===== config.mk =====
export PLATFORM = sky130hd
export DESIGN_NAME = fetch_stage
export DESIGN_NICKNAME = d
export VERILOG_FILES = /design/src/rtl/fetch_stage_pkg.sv /design/src/rtl/fetch_stage.sv
export SDC_FILE = /design/constraint.sdc
export NUM_CORES = 1
export LEC_CHECK = 0
export CORE_MARGIN = 3
export CORE_UTILIZATION = 50
export DETAILED_ROUTE_END_ITERATION = 16
export PLACE_DENSITY = 0.78
export SLEW_MARGIN = 20
export SYNTH_ARGS = -nofsm -noshare
export SYNTH_HDL_FRONTEND = slang
export SYNTH_SLANG_ARGS = --single-unit

===== constraint.sdc =====
create_clock -name clk -period 4.2 [get_ports clk]
set_clock_uncertainty 0.15 [all_clocks]
set_input_delay 0.84 -clock clk [delete_from_list [all_inputs] [get_ports clk]]
set_output_delay 0.84 -clock clk [all_outputs]
set_load 0.005 [all_outputs]

===== src/rtl/fetch_stage_pkg.sv =====
// Shared types for the IF stage: address/word types, the record handed to decode and the fetch
// FSM state encoding.
package fetch_stage_pkg;

    localparam int unsigned ADDR_W = 64;

    typedef logic [ADDR_W-1:0] addr_t;
    typedef logic [31:0]       u32;

    localparam addr_t RESET_PC_DEFAULT = 64'h0000_0000_8000_0000;

    typedef struct packed {
        logic  valid;
        addr_t pc;
        u32    raw_instr;
    } fetch_data_t;

    typedef enum logic [1:0] {
        REQ,
        WAIT,
        HOLD,
        DRAIN
    } fetch_state_t;

    function automatic addr_t word_align(input addr_t a);
        return a & ~addr_t'(3);
    endfunction

endpackage


===== src/rtl/fetch_stage.sv =====
// IF stage: owns the PC, issues one word fetch at a time, buffers a returned instruction while
// decode stalls and discards responses made stale by a redirect.
module fetch_stage
    import fetch_stage_pkg::*;
#(
    parameter addr_t       RESET_PC = RESET_PC_DEFAULT,
    parameter int unsigned XLEN     = ADDR_W
) (
    input  logic              clk,
    input  logic              reset_n,
    output logic              ireq_valid,
    output logic [XLEN-1:0]   ireq_addr,
    input  logic              iresp_addr_ok,
    input  logic              iresp_data_ok,
    input  logic [31:0]       iresp_data,
    input  logic              stall,
    input  logic              redirect_valid,
    input  logic [XLEN-1:0]   redirect_pc,
    output fetch_data_t       dataF
);

    fetch_state_t state_q, state_d;
    addr_t        pc_q, pc_d;
    logic         pend_q, pend_d;
    addr_t        redir_q, redir_d;
    addr_t        hold_pc_q, hold_pc_d;
    u32           hold_instr_q, hold_instr_d;
    // Low for the first cycle out of reset so the request rises only after release.
    logic         live_q;

    addr_t redir_tgt;
    addr_t pc_inc;

    assign redir_tgt = word_align(redirect_pc);
    assign pc_inc    = pc_q + addr_t'(4);

    always_ff @(posedge clk or negedge reset_n) begin
        if (!reset_n) begin
            state_q      <= REQ;
            pc_q         <= RESET_PC;
            pend_q       <= 1'b0;
            redir_q      <= '0;
            hold_pc_q    <= '0;
            hold_instr_q <= '0;
            live_q       <= 1'b0;
        end else begin
            state_q      <= state_d;
            pc_q         <= pc_d;
            pend_q       <= pend_d;
            redir_q      <= redir_d;
            hold_pc_q    <= hold_pc_d;
            hold_instr_q <= hold_instr_d;
            live_q       <= 1'b1;
        end
    end

    always_comb begin
        state_d      = state_q;
        pc_d         = pc_q;
        pend_d       = pend_q;
        redir_d      = redir_q;
        hold_pc_d    = hold_pc_q;
        hold_instr_d = hold_instr_q;
        ireq_valid   = (state_q == REQ) && live_q;
        ireq_addr    = pc_q;
        dataF        = '0;

        unique case (state_q)
            REQ: begin
                if (!live_q) begin
                    if (redirect_valid) begin
                        pc_d = redir_tgt;
                    end
                end else if (iresp_addr_ok) begin
                    pend_d = 1'b0;
                    if (redirect_valid) begin
                        redir_d = redir_tgt;
                        state_d = DRAIN;
                    end else if (pend_q) begin
                        state_d = DRAIN;
                    end else begin
                        state_d = WAIT;
                    end
                end else if (redirect_valid) begin
                    // The address is frozen until accepted; remember where to go afterwards.
                    pend_d  = 1'b1;
                    redir_d = redir_tgt;
                end
            end

            WAIT: begin
                if (iresp_data_ok) begin
                    if (redirect_valid) begin
                        pc_d    = redir_tgt;
                        state_d = REQ;
                    end else begin
                        dataF.valid     = 1'b1;
                        dataF.pc        = pc_q;
                        dataF.raw_instr = iresp_data;
                        if (stall) begin
                            hold_pc_d    = pc_q;
                            hold_instr_d = iresp_data;
                            state_d      = HOLD;
                        end else begin
                            pc_d    = pc_inc;
                            state_d = REQ;
                        end
                    end
                end else if (redirect_valid) begin
                    redir_d = redir_tgt;
                    state_d = DRAIN;
                end
            end

            HOLD: begin
                if (redirect_valid) begin
                    pc_d    = redir_tgt;
                    state_d = REQ;
                end else begin
                    dataF.valid     = 1'b1;
                    dataF.pc        = hold_pc_q;
                    dataF.raw_instr = hold_instr_q;
                    if (!stall) begin
                        pc_d    = pc_inc;
                        state_d = REQ;
                    end
                end
            end

            DRAIN: begin
                if (redirect_valid) begin
                    redir_d = redir_tgt;
                end
                if (iresp_data_ok) begin
                    pc_d    = redirect_valid ? redir_tgt : redir_q;
                    state_d = REQ;
                end
            end

            default: begin
                state_d = REQ;
            end
        endcase
    end

endmodule


After elaboration in Yosys (flattened, before gate mapping)
Index checks and enable logic that the tools add are counted.

Flip-flop bits (word level): 228.

Add/subtract/negate cells: 1. Eq/ne operators: 12. Mux-type cells: 29. Bitwise operators: 1. Reductions and logical operators: 9.

Operator list (number): 64-bit two-way mux (9); 97-bit two-way mux (3); 64-bit one-hot mux with 4 select lines (1); 97-bit one-hot mux with 2 select lines (1); 64-bit one-hot mux with 3 select lines (1); 64-bit by 3-bit adder with 64-bit output (second input constant) (1); 2-bit two-way mux (11); 2-bit != test (second input constant) (7); 2-bit one-hot mux with 4 select lines (1); 4-bit AND reduction (2); 3-bit != test (second input constant) (2); 3-bit AND reduction (2); 5-bit AND reduction (1); 2-bit == test (second input constant) (2); 3-bit nonzero test (1); 2-bit by 1-bit == test with 1-bit output (second input constant) (1); 2-bit zero test (1); 1-bit two-way mux (2); 2-bit nonzero test (1); 1-bit logical AND (1); 1-bit NOT (1).

Depth between registers and ports, before layout
Gate-level depths: netlist of the first run.

Depth after elaboration: 5. Gate-level depth with buffers: 12.

Worst setup path after synthesis of the first run
OpenSTA, ideal clock, no wires.

Kind: input to output. From: in redirect_valid. To: out dataF[19] in the netlist's numbering. Arrival time: 2.132 ns. Setup slack: 1.078 ns. Stages: 7. Buffers on the path: 4. Cells stage by stage: clkbuf_1 -> nor2b_1 -> clkbuf_1 -> clkbuf_1 -> clkbuf_1 -> a22oi_1 -> nor2_1.

RTL lines: start: declaration (RTL line fetch_stage.sv:17) `input logic redirect_valid,`; end: declaration (RTL line fetch_stage.sv:19) `output fetch_data_t dataF`.

==> summary.log, run 1 <==
INFO  status         outcome=finished, final reports clean
INFO  yosys          synth_top_area_share=44.94%
INFO  clock_network  clock_tree_from_tritoncts=built
INFO  worst_setup_path cpPeakStageDelay=600ps
INFO  yosys          netlist_top_cells_area=dfrtp_1 45%, mux2_2 13%, a22oi_1 6.7%
INFO  timing         tightest_slew=925.3ps
INFO  timing         max_slew_margin=38.31%
INFO  detailed_routing routedWlPerCell=21.80microns
INFO  worst_setup_path critical_path.endpoint_type=primary output
INFO  clock_network  clk_pin_slew_worst_paths=60ps
INFO  clock_network  ctsLongestPathBuffers=3
INFO  yosys          post-synth-top-count-cell=dfrtp_1
INFO  clock_network  hold_buffers=0
INFO  clock_network  htree_num_levels=1
INFO  grt            grt_max_degree=89
INFO  clock_network  cts.repair_timing.setup_buffer_count=0
INFO  timing         report.final.setup_viol=0
INFO  yosys          top_cell_type_by_total_area_after_synthesis=dfrtp_1
INFO  yosys          synth_edf_count=0
INFO  clock_network  insertion_delay=530ps
INFO  timing         hold_viol=0
INFO  detailed_routing avgViaCountPerCell=6.323
INFO  floorplan      num_rows=57
INFO  power_and_ir_drop peakVddDrop=0.0007311V
INFO  power_and_ir_drop p_total=12.73mW
INFO  worst_setup_path crit_type=primary input to primary output
INFO  worst_setup_path crit_path_top_cell_by_count=clkdlybuf4s50_1
INFO  grt            first_global_vias=11439
INFO  detailed_routing finalWirelength=41030microns
INFO  timing         timing.final.crit_share=95.84%
INFO  floorplan      fp.dieH=165.0microns
INFO  yosys          yosys_warnings=0
INFO  cells_and_area final_layout_size_suffix_gt1_share=16.66%
INFO  worst_setup_path worst_r2r_path_depth=7
INFO  worst_setup_path timing.critical_path.buf_inv=3
INFO  cells_and_area design.final.nets=1646
INFO  grt            grt_first_pass_wirelength=63400microns
INFO  timing         slew_violations=0
INFO  placed_design  portBuffers=261
INFO  yosys          synth_fp_nets=1428
INFO  worst_setup_path path_cells=clkdlybuf4s50_1 -> nor2b_4 -> buf_12 -> a22oi_1 -> nor2_1 -> clkdlybuf4s50_1
INFO  detailed_routing drt_pass1_iterations=6
INFO  placed_design  pre_cts_ws=239.2ps
INFO  timing         achievable-frequency=248.4MHz
INFO  job            maxCapViolCount=0
INFO  timing         hold-worst-slack=115.1ps
INFO  floorplan      die_area=27220squm
INFO  power_and_ir_drop pwr_density=765.9nW/um^2
INFO  yosys          postSynthRegisterBits=228
INFO  detailed_routing first_iter_violations=1299
INFO  clock_network  tritoncts.num_buffers=25
INFO  worst_setup_path cp_max_fo=29
INFO  detailed_routing antenna_left=0
INFO  grt            gr-total-overflow=0
INFO  timing         grt_setup_unrepaired=false
INFO  yosys          commonest_cells_in_the_netlist=227 x dfrtp_1, 157 x nor2_1, 149 x mux2_2, 113 x a22oi_1, 99 x clkbuf_1
INFO  detailed_routing route.detailed.drc=0
INFO  worst_setup_path cpLargestDelayFamily=buffers and inverters
INFO  floorplan      start_util=51.37%
INFO  floorplan      core-area=24600squm
INFO  detailed_routing routed-via-count=11899
INFO  grt            grt_antenna_before_repair=3
INFO  worst_setup_path crit_cells=6
INFO  yosys          synthesis.area_per_instance=9.568squm
INFO  yosys          synth_area=12640squm
INFO  worst_setup_path timing.critical_path.from_type=primary input
INFO  floorplan      io_pins=264
INFO  clock_network  cts.repair.resized=0
INFO  cells_and_area flow.area_growth_from_synthesis=31.53%
INFO  power_and_ir_drop power.static_leakage=6.586nW
INFO  yosys          synth-seq-area-share=45.15%
INFO  timing         finalWorstSetupSlack=174.5ps
INFO  yosys          synth-main-ff-cell=dfrtp_1
INFO  worst_setup_path cp_data_arrival_time=3040ps
INFO  hold_path      timing.hold.worst.class=primary input to asynchronous set/reset pin
INFO  placed_design  globalplace.congestion=0.9121
INFO  yosys          synthCells=1321
INFO  clock_network  cts_root_buffer=clkbuf_16
INFO  yosys          cell_variety_after_synth=68
INFO  clock_network  tritoncts_sink_count=228
INFO  grt            grtUsageTotal=29.29%
INFO  worst_setup_path required=3210ps
INFO  worst_setup_path critical_path.slowest_cell=clkdlybuf4s50_1
INFO  timing         setup_total_negative_slack=0ps
INFO  floorplan      die_w=165.0microns
INFO  yosys          synth-async-reset-ratio=100.0%
INFO  cells_and_area filler_cell_count=1895
INFO  placed_design  dpl.hpwl=28410microns
INFO  timing         final_period_minus_worst_setup_slack=4025ps
==> placed cells by master, fill, tap and decap left out, drive strengths merged, types with 6 or more instances in the layout <==
master         count
o22ai             11
a21oi             43
nand2b            10
clkinv             7
and2               9
o211ai             6
dfrtp            227
a221o             10
a221oi            22
a211oi             6
xor2               7
or3                7
nor3              13
nand4             24
a31oi             15
clkbuf            34
nor2             157
nand2             98
o21ai            102
o31ai              9
buf               48
clkdlybuf4s50    260
a22o              13
nor4              14
mux2             149
and3              10
xnor2             10
inv               17
nand3             37
a22oi            113
==> registers in the layout (all words and copies together), names as in the netlist <==
name,count
pend_q,1
ireq_addr,64
hold_instr_q,32
hold_pc_q,64
live_q,1
state_q,2
redir_q,64
==> worst paths after layout <==
| check | from | to | slack (ps) |
|---|---|---|---|
| max in group asynchronous | reset_n | ireq_addr[46] | 2770 |
| setup / recovery | redirect_valid | dataF[21] | 170 |
| hold / removal | reset_n | ireq_addr[12] | 120 |
| setup reg to reg | ireq_addr[2] | ireq_addr[56] | 990 |
| hold reg to reg | hold_pc_q[10] | hold_pc_q[10] | 340 |
| min in group clk | hold_pc_q[10] | hold_pc_q[10] | 340 |
==> routing by layer <==
layer | track usage, % | wire (microns) | vias up
li1 | - | - | 5350
met1 | 40.65 | 16910 | 5803
met2 | 45.27 | 18760 | 644
met3 | 6.295 | 3910 | 100
met4 | 10.56 | 1440 | 2
met5 | 0.9470 | 13 | -
==> cells by family after synthesis <==
group	Yosys count	synth area share [%]
buffers and inverters	136	4.088
adder cells (fa/ha/maj)	5	0.4950
flip-flops	228	45.15
AND/OR/NAND/NOR	396	14.67
other	1	0.02967
XOR/XNOR	17	1.178
AO/OA/AOI/OAI	386	20.88
multiplexers	152	13.51
==> stage by stage <==
stage	util (%)	cells	area [sq um]
4_1_cts	67.54	1879	16620
6_report	67.57	1882	16620
3_3_place_gp	64.11	1836	15780
5_1_grt	67.56	1881	16620
3_5_place_dp	64.11	1836	15780
2_1_floorplan	-	1321	12640
==> power breakdown <==
part | internal (mW) | leakage (nW) | total (mW) | switching (mW)
logic | 2.88 | 3.38 | 6.02 | 3.14
clock network | 1.37 | 0.417 | 2.28 | 0.903
registers | 3.27 | 2.78 | 4.44 | 1.17
==> area by class of cell <==
| class | instances | area [sq um] | area share, % |
|---|---|---|---|
| sequential | 228 | 5707 | 34.33 |
| clock buffer | 34 | 719.4 | 4.328 |
| inverter | 19 | 72.57 | 0.4365 |
| tap | 324 | 405.4 | 2.438 |
| clock inverter | 9 | 122.6 | 0.7376 |
| multi-input combinational | 957 | 6482 | 38.99 |
| antenna | 3 | 7.507 | 0.04516 |
| timing repair buffer | 308 | 3108 | 18.69 |
Power figures use the tool's default switching activity.
==> run 2: changes to the inputs <==
Settings changed: CORE_ASPECT_RATIO set to 0.6, PLACE_DENSITY 0.78 to not set, PLACE_DENSITY_LB_ADDON set to 0.08, RECOVER_POWER set to 50.
==> summary.log, run 2 (synthesis gave the netlist of run 1 again) <==
INFO  grt            grt_antenna_before_repair=0
INFO  detailed_routing route.detailed.drc=0
INFO  clock_network  cts.repair_timing.setup_buffer_count=0
INFO  timing         setup_total_negative_slack=0ps
INFO  clock_network  clock_tree_from_tritoncts=built
INFO  floorplan      fp.dieH=129.2microns
INFO  detailed_routing routedWlPerCell=23.21microns
INFO  timing         grt_setup_unrepaired=false
INFO  status         failed_checks=capacitance limit, slew limit
INFO  clock_network  htree_num_levels=1
INFO  worst_setup_path required=3210ps
INFO  floorplan      core-area=24500squm
INFO  cells_and_area flow.area_growth_from_synthesis=29.87%
INFO  cells_and_area postLayoutCoreUtil=67.01%
INFO  cells_and_area final_layout_size_suffix_gt1_share=15.88%
INFO  floorplan      start_util=51.59%
INFO  timing         slew_violations=207
INFO  timing         max_slew_margin=-79.80%
INFO  clock_network  clk_pin_slew_worst_paths=60ps
INFO  worst_setup_path crit_type=primary input to primary output
INFO  placed_design  portBuffers=261
INFO  detailed_routing avgViaCountPerCell=6.451
INFO  floorplan      num_rows=44
INFO  placed_design  dpl.hpwl=30060microns
INFO  floorplan      die_area=27290squm
INFO  clock_network  insertion_delay=510ps
INFO  timing         timing.final.crit_share=93.90%
INFO  worst_setup_path cpPeakStageDelay=660ps
INFO  timing         achievable-frequency=253.6MHz
INFO  detailed_routing first_iter_violations=1360
INFO  status         outcome=finished with violations
INFO  timing         tightest_slew=2697ps
INFO  power_and_ir_drop peakVddDrop=0.0004169V
INFO  power_and_ir_drop pwr_density=764.5nW/um^2
INFO  cells_and_area final_common_cell=clkdlybuf4s50_1
INFO  worst_setup_path critical_path.endpoint_type=primary output
INFO  job            maxCapViolCount=2
INFO  grt            grt_first_pass_wirelength=66040microns
INFO  hold_path      timing.hold.worst.class=flop to flop
INFO  worst_setup_path cpLargestDelayFamily=buffers and inverters
INFO  worst_setup_path timing.critical_path.buf_inv=4
INFO  cells_and_area antenna-diode-count=0
INFO  grt            gr-total-overflow=0
INFO  cells_and_area final_cell_mix=235 x clkdlybuf4s50_1, 227 x dfrtp_1, 154 x nor2_1, 149 x mux2_2, 113 x a22oi_1
INFO  detailed_routing drt_pass1_iterations=6
INFO  power_and_ir_drop power.static_leakage=6.512nW
INFO  grt            first_global_vias=11187
INFO  timing         hold_viol=0
INFO  detailed_routing antenna_left=0
INFO  timing         final_period_minus_worst_setup_slack=3944ps
INFO  clock_network  cts.repair.resized=0
INFO  timing         report.final.setup_viol=0
INFO  worst_setup_path critical_path.slowest_cell=dlygate4sd3_1
INFO  grt            grt_max_degree=108
INFO  clock_network  tritoncts.num_buffers=22
INFO  worst_setup_path timing.critical_path.from_type=primary input
INFO  floorplan      die_w=211.3microns
INFO  floorplan      io_pins=264
INFO  placed_design  globalplace.congestion=0.9092
INFO  detailed_routing finalWirelength=43430microns
INFO  clock_network  cts_root_buffer=clkbuf_16
INFO  worst_setup_path cp_max_fo=34
INFO  clock_network  ctsLongestPathBuffers=3
INFO  cells_and_area design.final.nets=1641
INFO  grt            grtUsageTotal=30.93%
INFO  worst_setup_path cp_data_arrival_time=2950ps
INFO  detailed_routing routed-via-count=12070
INFO  worst_setup_path path_cells=dlygate4sd3_1 -> nor2b_4 -> buf_12 -> buf_4 -> a22oi_1 -> nor2_1 -> clkdlybuf4s50_1
INFO  clock_network  tritoncts_sink_count=228
INFO  clock_network  hold_buffers=0
## run 2: cell count changes in the layout (fill, tap and decap cells not counted), sizes merged
cell           change
clkbuf             +5
clkinvlp           -1
dlygate4sd3       +25
clkdlybuf4s50     -25
buf                -7
bufinv             -2
clkinv             -1
diode              -3
## run 2: path summary, 6_finish.rpt
check                           endpoint            from  depth (start not counted)  slack, ps
min reg2reg                hold_pc_q[14]   hold_pc_q[14]                          2        330
min in group asynchronous  hold_pc_q[19]         reset_n                          1        960
max                            dataF[12]  redirect_valid                          7        260
min                        hold_pc_q[14]   hold_pc_q[14]                          2        330
max in group asynchronous     redir_q[7]         reset_n                          2       1020
max reg2reg                ireq_addr[48]    ireq_addr[2]                          7        680
## run 2: layer usage
| metal | part of all wire (%) | track usage (%) | routed length, microns |
|---|---|---|---|
| met1 | 45 | 48.20 | 19480 |
| met2 | 42 | 43.50 | 18160 |
| met3 | 11 | 7.259 | 4865 |
| met4 | 2.1 | 7.120 | 920 |
| met5 | 0 | 0 | 0 |
## run 2: layout make-up
type / instances / area, sq um
clock buffer: 34 / 656.9
clock inverter: 5 / 53.80
fill: 2015 / 8083
inverter: 19 / 72.57
multi-input combinational: 957 / 6475
sequential: 228 / 5707
tap: 322 / 402.9
timing repair buffer: 306 / 3048
## run 2: where the power goes
group / total, mW / switching (mW) / internal, mW / leakage, nW
Combinational: 6.16 / 3.32 / 2.84 / 3.38
Clock: 2.01 / 0.874 / 1.14 / 0.350
Sequential: 4.38 / 1.11 / 3.27 / 2.78
Total: 12.5 / 5.30 / 7.25 / 6.51
## run 2: tightest hold or removal path, delay by kind of cell, from the launching register on
kind / cells / cell delay, ps
AOI/OAI and AO/OA: 1 / 60
DFF: 1 / 340
and+or+nand+nor: 1 / 50
## run 2: metrics by stage
stage	power, mW	setup WS [ps]	hold WS [ps]	cells	instance area, sq um
floorplan	7.723	1078	300.2	1321	12640
global placement	10.29	294.1	314.7	1832	15750
detailed placement	10.49	253.5	320.6	1832	15750
CTS	12.50	253.3	265.4	1871	16460
global route	13.28	171.9	347.8	1871	16420
finish	12.55	256.3	333.4	1871	16420
==> run 3: changes to the inputs <==
Settings changed: ABC_CLOCK_PERIOD_IN_PS set to 4200.
==> results of run 3 <==
Final layout, timing and power as in run 2 (identical DEF).
==> variant (config.mk and constraints of run 1) <==
Set the package constant `ADDR_W` to 32 (it was 64).
--- a/src/rtl/fetch_stage_pkg.sv
+++ b/src/rtl/fetch_stage_pkg.sv
@@ -3,5 +3,5 @@
 package fetch_stage_pkg;
 
-    localparam int unsigned ADDR_W = 64;
+    localparam int unsigned ADDR_W = 32;
 
     typedef logic [ADDR_W-1:0] addr_t;
Interface: changed (resized dataF, ireq_addr and redirect_pc); port bits go from 264 to 168. The function was not compared with the original's and may differ.
==> variant against run 1 <==
Sequential cell count fell by 96. First-iteration DRC count fell by 49%. Die area fell by 40%. Worst setup slack improved by 0.14 ns. Utilization is 1.2 points higher. Wire length shrank 48%. Critical path depth grew 1. Total power decreased by 43%. Sequential power shrank 43%. Final area shrank 41%. Clock power shrank 39%. Global-route usage shrank 3.0 points. Area after synthesis is 42% lower. Worst hold slack improved by 0.21 ns. Critical path type unchanged. Largest power group unchanged.
==> variant: results (changes against run 1) <==
Peak VDD IR: 0.4300 mV (-41%)
Asr flop ratio synth: 100.0% (unchanged)
Clock Path Buffers: 2 (-1)
Layout Nets: 959 (-42%)
Outcome: complete, no violations
Area contributors post-synth: dfrtp_1 (44%), mux2_2 (14%), a22oi_1 (6.7%), nor2_1 (4.8%), o21ai_0 (3.1%)
Hold Crit Class: reg2reg
Vias in the first global route: 6675 (-42%)
CP endpoint: dataF[47]
Syn nets: 833 (-42%)
Total CTS buffers: 17 (-32%)
HPWL after DPL: 14420 um (-49%)
Post-Route WL: 21290 um (-48%)
Overall routing resource usage: 26.28% (-3.0 points)
Initial antenna violation count: 0 (-3)
First-pass GRT wire length: 34240 um (-46%)
Placer Congestion: 0.8812 (-3.4%)
Met1 usage: 34.76% (-5.9 points)
Post-synth top cells: dfrtp_1 (131), nor2_1 (95), mux2_2 (91), a22oi_1 (66), o21ai_0 (46)
Sequential share of the synthesized area: 44.71% (-0.44 points)
Lkg Pwr: 3.840 nW (-42%)
Ant. Diodes: 0 (-3)
IO buf count: 165 (-37%)
R2R Path Start: state_q[0]$_DFFE_PN0P_
Area after DPL: 9173 um^2 (-42%)
Arr. time, crit path: 2.89 ns (-0.15 ns)
GR Util met3: 5.769% (-0.53 points)
Skew-Pair Late Insertion Delay: 0.41 ns (-0.12 ns)
CTS HTree Levels: 4 (+3)
Worst Setup SP: iresp_data_ok
Largest net degree at the start of global routing: 113 (+27%)
Critical path peak fanout: 65 (+120%)
R2R Path End: ireq_addr[21]$_DFFE_PN0P_
## variant: changes by cell type after synthesis, sizes merged, moves of 12 or more
cell and change:
a21oi -27, a221oi -16, a22oi -47, buf +14, clkbuf -56, dfrtp -96
mux2 -58, nand2 -59, nand3 -22, nand4 -12, nor2 -62, o21ai -56
## variant: cells by family after synthesis
| kind of cell | Yosys count | share of synthesized area [%] |
|---|---|---|
| and+or+nand+nor | 224 | 14.54 |
| muxes | 93 | 14.14 |
| buffers and inverters | 86 | 4.605 |
| adders and majority gates | 5 | 0.8465 |
| xor gates and xnor gates | 9 | 1.067 |
| DFF | 132 | 44.71 |
| other | 1 | 0.05074 |
| AOI/OAI and AO/OA | 208 | 20.04 |
## variant: how the worst min path moves through the flow
stage                                          from                        end  cells past startpoint
final                      hold_pc_q[1]$_DFFE_PN0P_   hold_pc_q[1]$_DFFE_PN0P_                      2
after global placement    hold_pc_q[14]$_DFFE_PN0P_  hold_pc_q[14]$_DFFE_PN0P_                      2
after CTS                  hold_pc_q[1]$_DFFE_PN0P_   hold_pc_q[1]$_DFFE_PN0P_                      2
after global routing      hold_pc_q[14]$_DFFE_PN0P_  hold_pc_q[14]$_DFFE_PN0P_                      2
after detailed placement   hold_pc_q[1]$_DFFE_PN0P_   hold_pc_q[1]$_DFFE_PN0P_                      2
after floorplan             redir_q[30]$_DFFE_PN0P_    redir_q[30]$_DFFE_PN0P_                      2
## variant: metal layers
| metal | vias up | wire length (um) |
|---|---|---|
| met5 | - | 0 |
| met4 | 0 | 600 |
| met3 | 58 | 2085 |
| met2 | 423 | 9804 |
| met1 | 3277 | 8801 |
| li1 | 3052 | - |
## variant: area by class of cell
type	count	area, um^2
clock buffers	28	516.7
clock inverters	4	45.04
fillers	1042	4413
inverters	11	41.29
multi-input cells	540	3776
flip-flops and latches	132	3304
well taps	180	225.2
repair buffers	182	1828
## variant: power by group
part,switching (mW),internal (mW)
Clock,0.505,0.890
Sequential,0.628,1.89
Combinational,1.73,1.64
## variant: worst min-delay path, cell delays in order (launching register included)
cell and delay [ns]:
dfrtp_1 0.34, nand2_1 0.05, o21ai_0 0.06
## variant: metrics by stage
stage	cells	worst slack [ns]	hold slack, ns
after floorplan	758	1.081	0.3003
after global placement	1045	0.4001	0.3120
after detailed placement	1045	0.3346	0.3210
after CTS	1077	0.3369	0.3329
after global routing	1077	0.2415	0.3549
final	1077	0.3168	0.3296
